$ cat src/rtl/wb_pkg.sv
// rtl/wb_pkg.sv - shared types and defaults for the register-file write-port controller
package wb_pkg;

  localparam int XLEN_DEF = 32;
  localparam int NREG_DEF = 32;
  localparam int REG_AW   = $clog2(NREG_DEF);
  localparam int CNT_W    = 4;

  typedef logic [REG_AW-1:0] reg_addr_t;

  typedef enum logic [1:0] {
    IDLE  = 2'd0,
    WAIT  = 2'd1,
    FORCE = 2'd2
  } wb_state_e;

  typedef struct packed {
    logic                valid;
    reg_addr_t           addr;
    logic [XLEN_DEF-1:0] data;
  } wb_req_t;

endpackage

$ cat src/rtl/wb_scoreboard.sv
// rtl/wb_scoreboard.sv - pending-destination scoreboard for long-latency results
module wb_scoreboard
  import wb_pkg::*;
#(
  parameter  int NREG = NREG_DEF,
  localparam int AW   = $clog2(NREG)
) (
  input  logic          clk_i,
  input  logic          rst_i,
  input  logic          set_en,
  input  logic [AW-1:0] set_addr,
  input  logic          clr_en,
  input  logic [AW-1:0] clr_addr,
  input  logic [AW-1:0] rs1_addr,
  input  logic [AW-1:0] rs2_addr,
  input  logic [AW-1:0] rd_addr,
  output logic          rs1_pend,
  output logic          rs2_pend,
  output logic          rd_pend
);

  logic [NREG-1:0] pending_q;
  logic [NREG-1:0] pending_d;

  // Next pending vector: clear on the B handshake, then a same-cycle dispatch re-sets it
  always_comb begin
    pending_d = pending_q;
    if (clr_en) begin
      pending_d[clr_addr] = 1'b0;
    end
    if (set_en && (set_addr != '0)) begin
      pending_d[set_addr] = 1'b1;
    end
    pending_d[0] = 1'b0;
  end

  // Pending register, cleared by reset so in-flight results are forgotten
  always_ff @(posedge clk_i) begin
    if (rst_i) begin
      pending_q <= '0;
    end else begin
      pending_q <= pending_d;
    end
  end

  // Lookup ports; x0 never carries a hazard
  always_comb begin
    rs1_pend = (rs1_addr != '0) & pending_q[rs1_addr];
    rs2_pend = (rs2_addr != '0) & pending_q[rs2_addr];
    rd_pend  = (rd_addr  != '0) & pending_q[rd_addr];
  end

endmodule

$ cat src/rtl/regfile_wb_ctrl.sv
// rtl/regfile_wb_ctrl.sv - shared regfile write port arbiter with hazard scoreboard; WB_BYPASS_EN enables B-result forwarding
module regfile_wb_ctrl
  import wb_pkg::*;
#(
  parameter  int XLEN         = XLEN_DEF,
  parameter  int NREG         = NREG_DEF,
  parameter  int STARVE_LIMIT = 4,
  localparam int AW           = $clog2(NREG)
) (
  input  logic            clk_i,
  input  logic            rst_i,
  input  logic            a_valid_i,
  input  logic [AW-1:0]   a_addr_i,
  input  logic [XLEN-1:0] a_data_i,
  input  logic            b_valid_i,
  input  logic [AW-1:0]   b_addr_i,
  input  logic [XLEN-1:0] b_data_i,
  output logic            b_ready_o,
  input  logic            lli_valid_i,
  input  logic [AW-1:0]   lli_addr_i,
  input  logic [AW-1:0]   rs1_addr_i,
  input  logic [AW-1:0]   rs2_addr_i,
  input  logic [AW-1:0]   rd_addr_i,
  output logic            hazard_o,
  output logic            stall_pipe_o,
  output logic            rd_wr_o,
  output logic [AW-1:0]   rd_addr_o,
  output logic [XLEN-1:0] rd_data_o,
  output logic            fwd1_valid_o,
  output logic            fwd2_valid_o,
  output logic [XLEN-1:0] fwd_data_o
);

  localparam logic [CNT_W-1:0] LIMIT = CNT_W'(STARVE_LIMIT);

  logic a_write;
  logic b_write;
  logic b_hs;
  logic rs1_pend;
  logic rs2_pend;
  logic rd_pend;
  logic byp1;
  logic byp2;

  wb_state_e        state_q;
  wb_state_e        state_d;
  logic [CNT_W-1:0] cnt_q;
  logic [CNT_W-1:0] cnt_d;
  logic             stall_q;

  // Grant: pipeline writeback always wins; B to x0 is accepted without a port write
  always_comb begin
    a_write   = a_valid_i & (a_addr_i != '0);
    b_write   = b_valid_i & (b_addr_i != '0);
    b_ready_o = b_valid_i & ~a_write & ~rst_i;
    b_hs      = b_ready_o;
  end

  // Regfile write port mux from the granted source
  always_comb begin
    rd_wr_o   = 1'b0;
    rd_addr_o = '0;
    rd_data_o = '0;
    if (!rst_i && a_write) begin
      rd_wr_o   = 1'b1;
      rd_addr_o = a_addr_i;
      rd_data_o = a_data_i;
    end else if (b_hs && b_write) begin
      rd_wr_o   = 1'b1;
      rd_addr_o = b_addr_i;
      rd_data_o = b_data_i;
    end
  end

  wb_scoreboard #(
    .NREG (NREG)
  ) u_scoreboard (
    .clk_i    (clk_i),
    .rst_i    (rst_i),
    .set_en   (lli_valid_i),
    .set_addr (lli_addr_i),
    .clr_en   (b_hs),
    .clr_addr (b_addr_i),
    .rs1_addr (rs1_addr_i),
    .rs2_addr (rs2_addr_i),
    .rd_addr  (rd_addr_i),
    .rs1_pend (rs1_pend),
    .rs2_pend (rs2_pend),
    .rd_pend  (rd_pend)
  );

`ifdef WB_BYPASS_EN
  // Forward the B result to source operands in its handshake cycle
  always_comb begin
    byp1         = b_hs & b_write & (rs1_addr_i == b_addr_i);
    byp2         = b_hs & b_write & (rs2_addr_i == b_addr_i);
    fwd1_valid_o = byp1;
    fwd2_valid_o = byp2;
    fwd_data_o   = b_data_i;
  end
`else
  // No forwarding: consumers wait for the regfile to hold the result
  always_comb begin
    byp1         = 1'b0;
    byp2         = 1'b0;
    fwd1_valid_o = 1'b0;
    fwd2_valid_o = 1'b0;
    fwd_data_o   = '0;
  end
`endif

  // Decode stall: RAW on each source unless forwarded, WAW on the destination
  always_comb begin
    hazard_o = ~rst_i & ((rs1_pend & ~byp1) | (rs2_pend & ~byp2) | rd_pend);
  end

  // Starvation FSM next state: count blocked B cycles, then demand a bubble
  always_comb begin
    state_d = state_q;
    cnt_d   = cnt_q;
    case (state_q)
      IDLE: begin
        cnt_d = '0;
        if (b_valid_i && !b_hs) begin
          state_d = WAIT;
          cnt_d   = CNT_W'(1);
        end
      end
      WAIT: begin
        if (!b_valid_i || b_hs) begin
          state_d = IDLE;
          cnt_d   = '0;
        end else if (cnt_q == LIMIT) begin
          state_d = FORCE;
        end else begin
          cnt_d = cnt_q + CNT_W'(1);
        end
      end
      FORCE: begin
        if (!b_valid_i || b_hs) begin
          state_d = IDLE;
          cnt_d   = '0;
        end
      end
      default: begin
        state_d = IDLE;
        cnt_d   = '0;
      end
    endcase
  end

  // Starvation FSM registers; the bubble request is registered from the next state
  always_ff @(posedge clk_i) begin
    if (rst_i) begin
      state_q <= IDLE;
      cnt_q   <= '0;
      stall_q <= 1'b0;
    end else begin
      state_q <= state_d;
      cnt_q   <= cnt_d;
      stall_q <= (state_d == FORCE);
    end
  end

  assign stall_pipe_o = stall_q;

endmodule

$ cat config.mk
export PLATFORM = sky130hd
export DESIGN_NAME = regfile_wb_ctrl
export DESIGN_NICKNAME = d
export VERILOG_FILES = /design/src/rtl/wb_pkg.sv /design/src/rtl/wb_scoreboard.sv /design/src/rtl/regfile_wb_ctrl.sv
export SDC_FILE = /design/constraint.sdc
export NUM_CORES = 1
export LEC_CHECK = 0
export CORE_MARGIN = 8
export CORE_UTILIZATION = 43
export DETAILED_ROUTE_END_ITERATION = 7
export GPL_TIMING_DRIVEN = 0
export PLACE_DENSITY = 0.88
export SYNTH_ARGS = -nofsm -noshare
export SYNTH_HDL_FRONTEND = slang
export SYNTH_SLANG_ARGS = --single-unit
$ cat constraint.sdc
create_clock -name clk_i -period 3.6 [get_ports clk_i]
set_input_delay 0.72 -clock clk_i [delete_from_list [all_inputs] [get_ports clk_i]]
set_output_delay 0.72 -clock clk_i [all_outputs]
set_load 0.005 [all_outputs]
==> reports/metrics.json, run 1 <==
{
  "tritoncts.num_buffers": {"value": 5},
  "timing.critical_path.slowest_stage_cell": {"value": "or4_4"},
  "cts_sinks": {"value": 38},
  "peak_supply_drop": {"value": 0.1568, "unit": "mV"},
  "layout_worst_path_cycle_share": {"value": 98.29, "unit": "%"},
  "yosysTopAreaCellShare": {"value": 24.17, "unit": "%"},
  "grt_antenna_before_repair": {"value": 0},
  "maxCapViolations": {"value": 0},
  "syn_to_final_growth": {"value": 54.05, "unit": "%"},
  "critPathKind": {"value": "primary input to output pin"},
  "route.detailed.wl_per_inst": {"value": 18.74, "unit": "um"},
  "globalRouteOverflowTotal": {"value": 0},
  "category_of_cells_accounting_for_the_largest_share_of_critical_path_delay": {"value": "buffers and inverters"},
  "route.final.wire_length": {"value": 12410, "unit": "um"},
  "clk_root_buffer_cell": {"value": "clkbuf_8"},
  "postSynthCellCount": {"value": 383},
  "worst_slew_pin_slew": {"value": 671.1, "unit": "ps"},
  "routedLengthMet1": {"value": 4233, "unit": "um"},
  "initial_core_util": {"value": 43.87, "unit": "%"},
  "vias_per_cell": {"value": 5.517},
  "grt.total_usage": {"value": 23.82, "unit": "%"},
  "placementRows": {"value": 31},
  "drv_slew": {"value": 0},
  "critical-path-max-stage-delay": {"value": 550, "unit": "ps"},
  "synthFlopType": {"value": "dfxtp_1"},
  "cp-startpoint": {"value": "a_addr_i[2]"},
  "post_synthesis_sequential_element_count": {"value": 38},
  "setup_slack": {"value": 61.73, "unit": "ps"},
  "wire_length_of_the_first_global_routing_pass": {"value": 19180, "unit": "um"},
  "cts_max_path_buffers": {"value": 2},
  "hold_path_class": {"value": "flop to flop"},
  "synthDistinctLibCells": {"value": 46},
  "final-setup-viol-count": {"value": 0},
  "preCtsSetupSlack": {"value": -454.4, "unit": "ps"},
  "final_hold_viol_count": {"value": 0},
  "synth_common_cells": {"value": "a21oi_1, dfxtp_1, nand2_1"},
  "fmax": {"value": 0.2826, "unit": "GHz"},
  "result_of_the_run": {"value": "completed"},
  "chipHeight": {"value": 101.6, "unit": "um"},
  "grt_max_degree": {"value": 13},
  "most_common_cell_in_the_synthesized_netlist": {"value": "a21oi_1"},
  "async_reset_ff_share": {"value": 0, "unit": "%"},
  "post-dp-hpwl": {"value": 10110, "unit": "um"},
  "hold_path.startpoint": {"value": "u_scoreboard.pending_q[12]"},
  "tritoncts": {"value": "built"},
  "power-per-cell-area": {"value": 226.1, "unit": "mW/mm2"},
  "vias": {"value": 3652},
  "detailroute.wirelength.met3": {"value": 1250, "unit": "um"},
  "drtAntennaViolNets": {"value": 0},
  "met2_wirelength": {"value": 6606, "unit": "um"},
  "clkTransAtPathRegs": {"value": 70, "unit": "ps"},
  "gp_routability_congestion": {"value": 0.9701},
  "top_routing_layer_used": {"value": "met4"},
  "die_x": {"value": 101.6, "unit": "um"},
  "netlist_top_cells_area": {"value": "dfxtp_1, mux4_2, a22o_1"},
  "fin_setup_tns": {"value": 0, "unit": "ps"},
  "cp_data_arrival_time": {"value": 2820, "unit": "ps"},
  "detail_route.first_pass.iterations": {"value": 5},
  "post_synth_instance_area": {"value": 0.003148, "unit": "mm2"},
  "period_minus_slack": {"value": 3538, "unit": "ps"},
  "portBuffers": {"value": 128},
  "power.leakage": {"value": 2.028, "unit": "nW"},
  "worst_slew_margin_rel": {"value": 54.85, "unit": "%"},
  "critPathBufInv": {"value": 4},
  "critical_path_peak_fanout": {"value": 5},
  "detail_route.drc_violations": {"value": 0},
  "first_global_vias": {"value": 3636},
  "finClkSkew": {"value": 0.7978, "unit": "ps"},
  "placeableCoreArea": {"value": 0.007176, "unit": "mm2"},
  "ys_warn_count": {"value": 0},
  "cp.required": {"value": 2880, "unit": "ps"},
  "ioPinCount": {"value": 174},
  "synth-edff-count": {"value": 0},
  "ctsHoldBuffers": {"value": 0},
  "detail_route.iter0.violations": {"value": 252},
  "r2r-start": {"value": "cnt_q[0]"},
  "antenna_cells_inserted": {"value": 0},
  "clock_insertion_delay_worst_skew": {"value": 300, "unit": "ps"},
  "critical_path.cell_chain": {"value": "clkdlybuf4s50_1 > or4_4 > o21ai_4 > nand3b_4 > nor2_4 > buf_6 > buf_4 > a22o_1 > clkdlybuf4s15_1"},
  "synth.avg_cell_area": {"value": 8.219, "unit": "um2"},
  "critPathLaunchType": {"value": "primary input"},
  "grt_setup_unrepaired": {"value": "false"},
  "synth_top_cell_by_area": {"value": "dfxtp_1"},
  "ctsHtreeMaxLevel": {"value": 2},
  "synth.yosys.seq_area_share": {"value": 24.17, "unit": "%"},
  "nets": {"value": 663},
  "layout-drive-gt1-share": {"value": 18.83, "unit": "%"},
  "dieArea": {"value": 0.01031, "unit": "mm2"},
  "fin_total_pwr": {"value": 1.097, "unit": "mW"},
  "crit_path_end_kind": {"value": "output pin"}
}
==> through the flow <==
stage / area, um2 / utilization (%) / hold slack [ps] / std cells
2_1_floorplan: 3272 / - / 457.7 / 416
3_3_place_gp: 4677 / 65.18 / 479.3 / 643
3_5_place_dp: 4677 / 65.18 / 493.6 / 643
4_1_cts: 4890 / 68.14 / 503.0 / 663
5_1_grt: 4850 / 67.59 / 526.4 / 662
6_report: 4850 / 67.59 / 515.8 / 662
==> registers in the layout, indices dropped and copies added (netlist names) <==
register	flops
u_scoreboard.pending_q	31
cnt_q	4
stall_pipe_o	1
state_q	2
==> repair_timing <==
action                     CTS  global route
setup buffers               11             0
pin swaps                    2             2
resized for setup           67            20
setup endpoints to repair   39            21
cloned                       1             0
hold endpoints to repair     0             0
==> layout make-up <==
type	count	area [um2]
clock buffer	6	82.58
clock inverter	2	12.51
tap	99	123.9
timing repair buffer	140	1295
fill	611	2326
inverter	6	22.52
sequential	38	760.7
multi-input combinational	309	2133
buffer	62	419.2
==> final timing paths <==
| path | endpoint | slack [ps] | cells past startpoint |
|---|---|---|---|
| max reg2reg | cnt_q[3] | 1960 | 7 |
| min | u_scoreboard.pending_q[12] | 520 | 2 |
| max | rd_data_o[28] | 60 | 9 |
| min reg2reg | u_scoreboard.pending_q[12] | 520 | 2 |
==> cell families after synthesis <==
family                   share of synthesized area [%]
AO/OA/AOI/OAI                                    27.66
AND/OR/NAND/NOR                                  18.92
buffers and inverters                            12.72
flip-flops                                       24.17
multiplexers                                     15.62
adder cells (fa/ha/maj)                         0.7948
other                                           0.1191
==> cell usage in the layout (no fill, tap or decap), types with 5 or more instances in the layout <==
master            n
a21oi_1          41
a22o_1           37
buf_4            45
buf_6             7
clkbuf_1         10
clkbuf_2         15
clkbuf_8          6
clkdlybuf4s50_1  88
conb_1           34
dfxtp_1          38
dlygate4sd2_1    26
inv_1             5
mux2i_1          12
mux4_2           15
nand2_1          38
nand2b_1         12
nor2_1           17
nor2b_1          10
o21ai_0          28
o21ai_1           8
==> layer usage <==
layer / track usage (%) / vias to the layer above
li1: - / 1715
met1: 24.06 / 1710
met2: 44.57 / 203
met3: 7.285 / 24
met4: 8.820 / 0
met5: 0 / -
==> power breakdown <==
group,switching (mW),leakage [nW],internal (mW),total [mW]
Sequential,0.00610,0.307,0.425,0.431
Combinational,0.151,1.67,0.205,0.357
Clock,0.155,0.0472,0.154,0.309
==> worst register-to-register path: cells and delay by family, from the launching register on <==
kind            cells  cell delay (ps)
compound gates      3              590
fa+ha+maj           1              200
buf+inv             2              200
flops               1              400
simple gates        1              200
Power figures use the tool's default switching activity.
==> inputs of run 2 (changes only) <==
--- a/config.mk
+++ b/config.mk
@@ -5,8 +5,10 @@
 export SDC_FILE = /design/constraint.sdc
 export NUM_CORES = 1
 export LEC_CHECK = 0
+export ABC_AREA = 1
+export ABC_CLOCK_PERIOD_IN_PS = 3600
 export CORE_MARGIN = 8
-export CORE_UTILIZATION = 43
+export CORE_UTILIZATION = 45
 export DETAILED_ROUTE_END_ITERATION = 7
 export GPL_TIMING_DRIVEN = 0
 export PLACE_DENSITY = 0.88
==> reports/metrics.json, run 2 <==
{
  "fin_setup_tns": {"value": 0, "unit": "ps", "change": "unchanged"},
  "fin_total_pwr": {"value": 1.213, "unit": "mW", "change": "+11%"},
  "drv_slew": {"value": 0, "change": "unchanged"},
  "grt_setup_unrepaired": {"value": "false"},
  "worst_slew_margin_rel": {"value": 50.83, "unit": "%", "change": "-4.0 points"},
  "synthDistinctLibCells": {"value": 31, "change": "-33%"},
  "route.final.wire_length": {"value": 13980, "unit": "um", "change": "+13%"},
  "hold_path_class": {"value": "flop to flop"},
  "finClkSkew": {"value": 3.422, "unit": "ps", "change": "+2.624 ps"},
  "post-dp-hpwl": {"value": 11530, "unit": "um", "change": "+14%"},
  "power.leakage": {"value": 2.376, "unit": "nW", "change": "+17%"},
  "synthFlopType": {"value": "dfxtp_1"},
  "finish.cell_count_without_fillers": {"value": 856, "change": "+29%"},
  "critPathKind": {"value": "primary input to output pin"},
  "netlist_top_cells_area": {"value": "dfxtp_1, nand2_1, nand3_1"},
  "synth_top_cell_by_area": {"value": "dfxtp_1"},
  "ioPinCount": {"value": 174, "change": "unchanged"},
  "largest_registers": {"value": "u_scoreboard.pending_q: 31 flops, cnt_q: 4 flops, state_q: 2 flops"},
  "synth_common_cells": {"value": "nand2_1, inv_1, nand3_1"},
  "most-common-layout-cells": {"value": "nand2_1, clkdlybuf4s50_1, inv_1, nand3_1, dfxtp_1"},
  "post_synthesis_sequential_element_count": {"value": 38, "change": "unchanged"},
  "layout_commonest_cell": {"value": "nand2_1"},
  "wire_length_of_the_first_global_routing_pass": {"value": 22780, "unit": "um", "change": "+19%"},
  "dieArea": {"value": 0.01097, "unit": "mm2", "change": "+6.3%"},
  "result_of_the_run": {"value": "completed"},
  "nets": {"value": 854, "change": "+29%"},
  "dp_cells": {"value": 848, "change": "+32%"},
  "postSynthCellCount": {"value": 580, "change": "+51%"},
  "post-cts-setup-buffers": {"value": 0, "change": "-11"},
  "rrSetupSlack": {"value": 2200, "unit": "ps", "change": "+240 ps"},
  "gp_routability_congestion": {"value": 0.9131, "change": "-5.9%"},
  "most_common_cell_in_the_synthesized_netlist": {"value": "nand2_1"},
  "power-per-cell-area": {"value": 231.1, "unit": "mW/mm2", "change": "+2.2%"},
  "detail_route.drc_violations": {"value": 0, "change": "unchanged"},
  "vias": {"value": 4477, "change": "+23%"},
  "route.detailed.wl_per_inst": {"value": 16.33, "unit": "um", "change": "-13%"},
  "post_synth_instance_area": {"value": 0.003542, "unit": "mm2", "change": "+13%"},
  "crit_path_end_kind": {"value": "output pin"},
  "async_reset_ff_share": {"value": 0, "unit": "%", "change": "unchanged"},
  "critPathLaunchType": {"value": "primary input"},
  "portBuffers": {"value": 133, "change": "+3.9%"},
  "cp.required": {"value": 2880, "unit": "ps", "change": "about the same"},
  "cp_data_arrival_time": {"value": 2780, "unit": "ps", "change": "-40 ps"},
  "detail_route.iter0.violations": {"value": 425, "change": "+69%"},
  "tritoncts": {"value": "built"},
  "final-setup-viol-count": {"value": 0, "change": "unchanged"},
  "cts_max_path_buffers": {"value": 2, "change": "unchanged"},
  "die_x": {"value": 104.7, "unit": "um", "change": "+3.1%"},
  "initial_core_util": {"value": 46.08, "unit": "%", "change": "+2.2 points"},
  "clk_root_buffer_cell": {"value": "clkbuf_8"},
  "clock_insertion_delay_worst_skew": {"value": 290, "unit": "ps", "change": "about the same"},
  "tritoncts.num_buffers": {"value": 5, "change": "unchanged"},
  "final_hold_viol_count": {"value": 0, "change": "unchanged"},
  "fmax": {"value": 0.2859, "unit": "GHz", "change": "+1.2%"},
  "layout-drive-gt1-share": {"value": 11.41, "unit": "%", "change": "-7.4 points"},
  "stdcell_area": {"value": 0.005249, "unit": "mm2", "change": "+8.2%"},
  "layout_worst_path_cycle_share": {"value": 97.15, "unit": "%", "change": "-1.1 points"},
  "clkTransAtPathRegs": {"value": 80, "unit": "ps", "change": "about the same"},
  "critical_path_peak_fanout": {"value": 10, "change": "+5"},
  "placementRows": {"value": 32, "change": "+3.2%"},
  "synth.yosys.seq_area_share": {"value": 21.48, "unit": "%", "change": "-2.7 points"},
  "peak_supply_drop": {"value": 0.2402, "unit": "mV", "change": "+53%"},
  "globalRouteOverflowTotal": {"value": 0, "change": "unchanged"},
  "ctsHtreeMaxLevel": {"value": 2, "change": "unchanged"},
  "ys_warn_count": {"value": 0, "change": "unchanged"},
  "largest_register_ffs": {"value": 31, "change": "unchanged"},
  "cts_sinks": {"value": 38, "change": "unchanged"},
  "synth.avg_cell_area": {"value": 6.107, "unit": "um2", "change": "-26%"},
  "first_global_vias": {"value": 4552, "change": "+25%"},
  "yosysTopAreaCellShare": {"value": 21.48, "unit": "%", "change": "-2.7 points"},
  "detail_route.first_pass.iterations": {"value": 5, "change": "unchanged"},
  "grt.total_usage": {"value": 24.66, "unit": "%", "change": "+0.84 points"},
  "drtAntennaViolNets": {"value": 0, "change": "unchanged"},
  "worst_slew_pin_slew": {"value": 734.8, "unit": "ps", "change": "+63.76 ps"},
  "grt_max_degree": {"value": 13, "change": "unchanged"},
  "period_minus_slack": {"value": 3497, "unit": "ps", "change": "-40.89 ps"},
  "registers.top_by_ff_count": {"value": "u_scoreboard.pending_q"},
  "syn_to_final_growth": {"value": 48.18, "unit": "%"},
  "placeableCoreArea": {"value": 0.007687, "unit": "mm2", "change": "+7.1%"},
  "maxCapViolations": {"value": 0, "change": "unchanged"},
  "synth-edff-count": {"value": 0, "change": "unchanged"},
  "antenna_cells_inserted": {"value": 0, "change": "unchanged"},
  "post_dp_cell_area": {"value": 0.005125, "unit": "mm2", "change": "+9.6%"},
  "vias_per_cell": {"value": 5.230, "change": "-5.2%"},
  "ctsHoldBuffers": {"value": 0, "change": "unchanged"},
  "chipHeight": {"value": 104.7, "unit": "um", "change": "+3.1%"},
  "grt_antenna_before_repair": {"value": 0, "change": "unchanged"}
}
==> run 2: cell families (layout without fill, tap and decap cells) <==
kind of cell / count (synthesis) / in the layout / synth area share (%)
AOI/OAI and AO/OA: 115 / 115 / 21.26
and+or+nand+nor: 291 / 291 / 35.36
buffers and inverters: 132 / 273 / 20.84
xor gates and xnor gates: 1 / 1 / 0.2473
DFF: 38 / 38 / 21.48
other: 1 / 34 / 0.1059
adders and majority gates: 2 / 2 / 0.7064
==> run 2: repair_timing <==
item / CTS / global route
setup endpoints to repair: 1 / 22
resized for setup: 1 / 5
pin swaps: 0 / 1
==> run 2: final cells by class <==
class	count	area, um2
fillers	677	2439
multi-input cells	443	2175
repair buffers	133	1331
flip-flops and latches	38	760.7
plain buffers	60	470.5
inverters	72	275.3
well taps	102	127.6
clock buffers	5	68.82
clock inverters	3	40.04
==> run 2: report_power, final <==
group	total [mW]	switching [mW]	internal [mW]
Combinational	0.427	0.195	0.232
Clock	0.357	0.153	0.204
Sequential	0.429	0.00408	0.425
Total	1.21	0.352	0.861
==> run 2: worst max-delay path, stage by stage <==
cell,delay (ps)
clkdlybuf4s50_1,480
nor2_2,140
nand3_1,100
nand2_2,120
nand2_4,110
inv_2,70
buf_6,150
buf_4,180
a32o_1,170
clkdlybuf4s50_1,530
==> run 2: worst paths after layout <==
path	from	endpoint	cells after the start
setup / recovery	a_addr_i[1]	rd_data_o[5]	10
hold / removal	u_scoreboard.pending_q[2]	u_scoreboard.pending_q[2]	2
setup reg to reg	cnt_q[0]	cnt_q[2]	8
hold reg to reg	u_scoreboard.pending_q[2]	u_scoreboard.pending_q[2]	2
==> run 2: routing by layer <==
metal / vias to the layer above / routed length (um) / share of wire [%] / GRT usage [%]
met2: 206 / 7053 / 50 / 43.71
met5: - / 0 / 0 / 0
met1: 2053 / 5567 / 40 / 28.98
li1: 2198 / - / - / -
met4: 0 / 180 / 1.3 / 5.708
met3: 20 / 1180 / 8.4 / 6.265
==> run 2: per-stage QoR <==
stage / util, % / worst slack, ps / hold slack (ps)
CTS: 68.10 / 31.55 / 484.1
global placement: 66.67 / 73.01 / 459.8
finish: 68.28 / 102.6 / 486.9
detailed placement: 66.67 / 17.86 / 467.2
global route: 68.28 / 10.78 / 516.1
floorplan: - / 1282 / 447.2
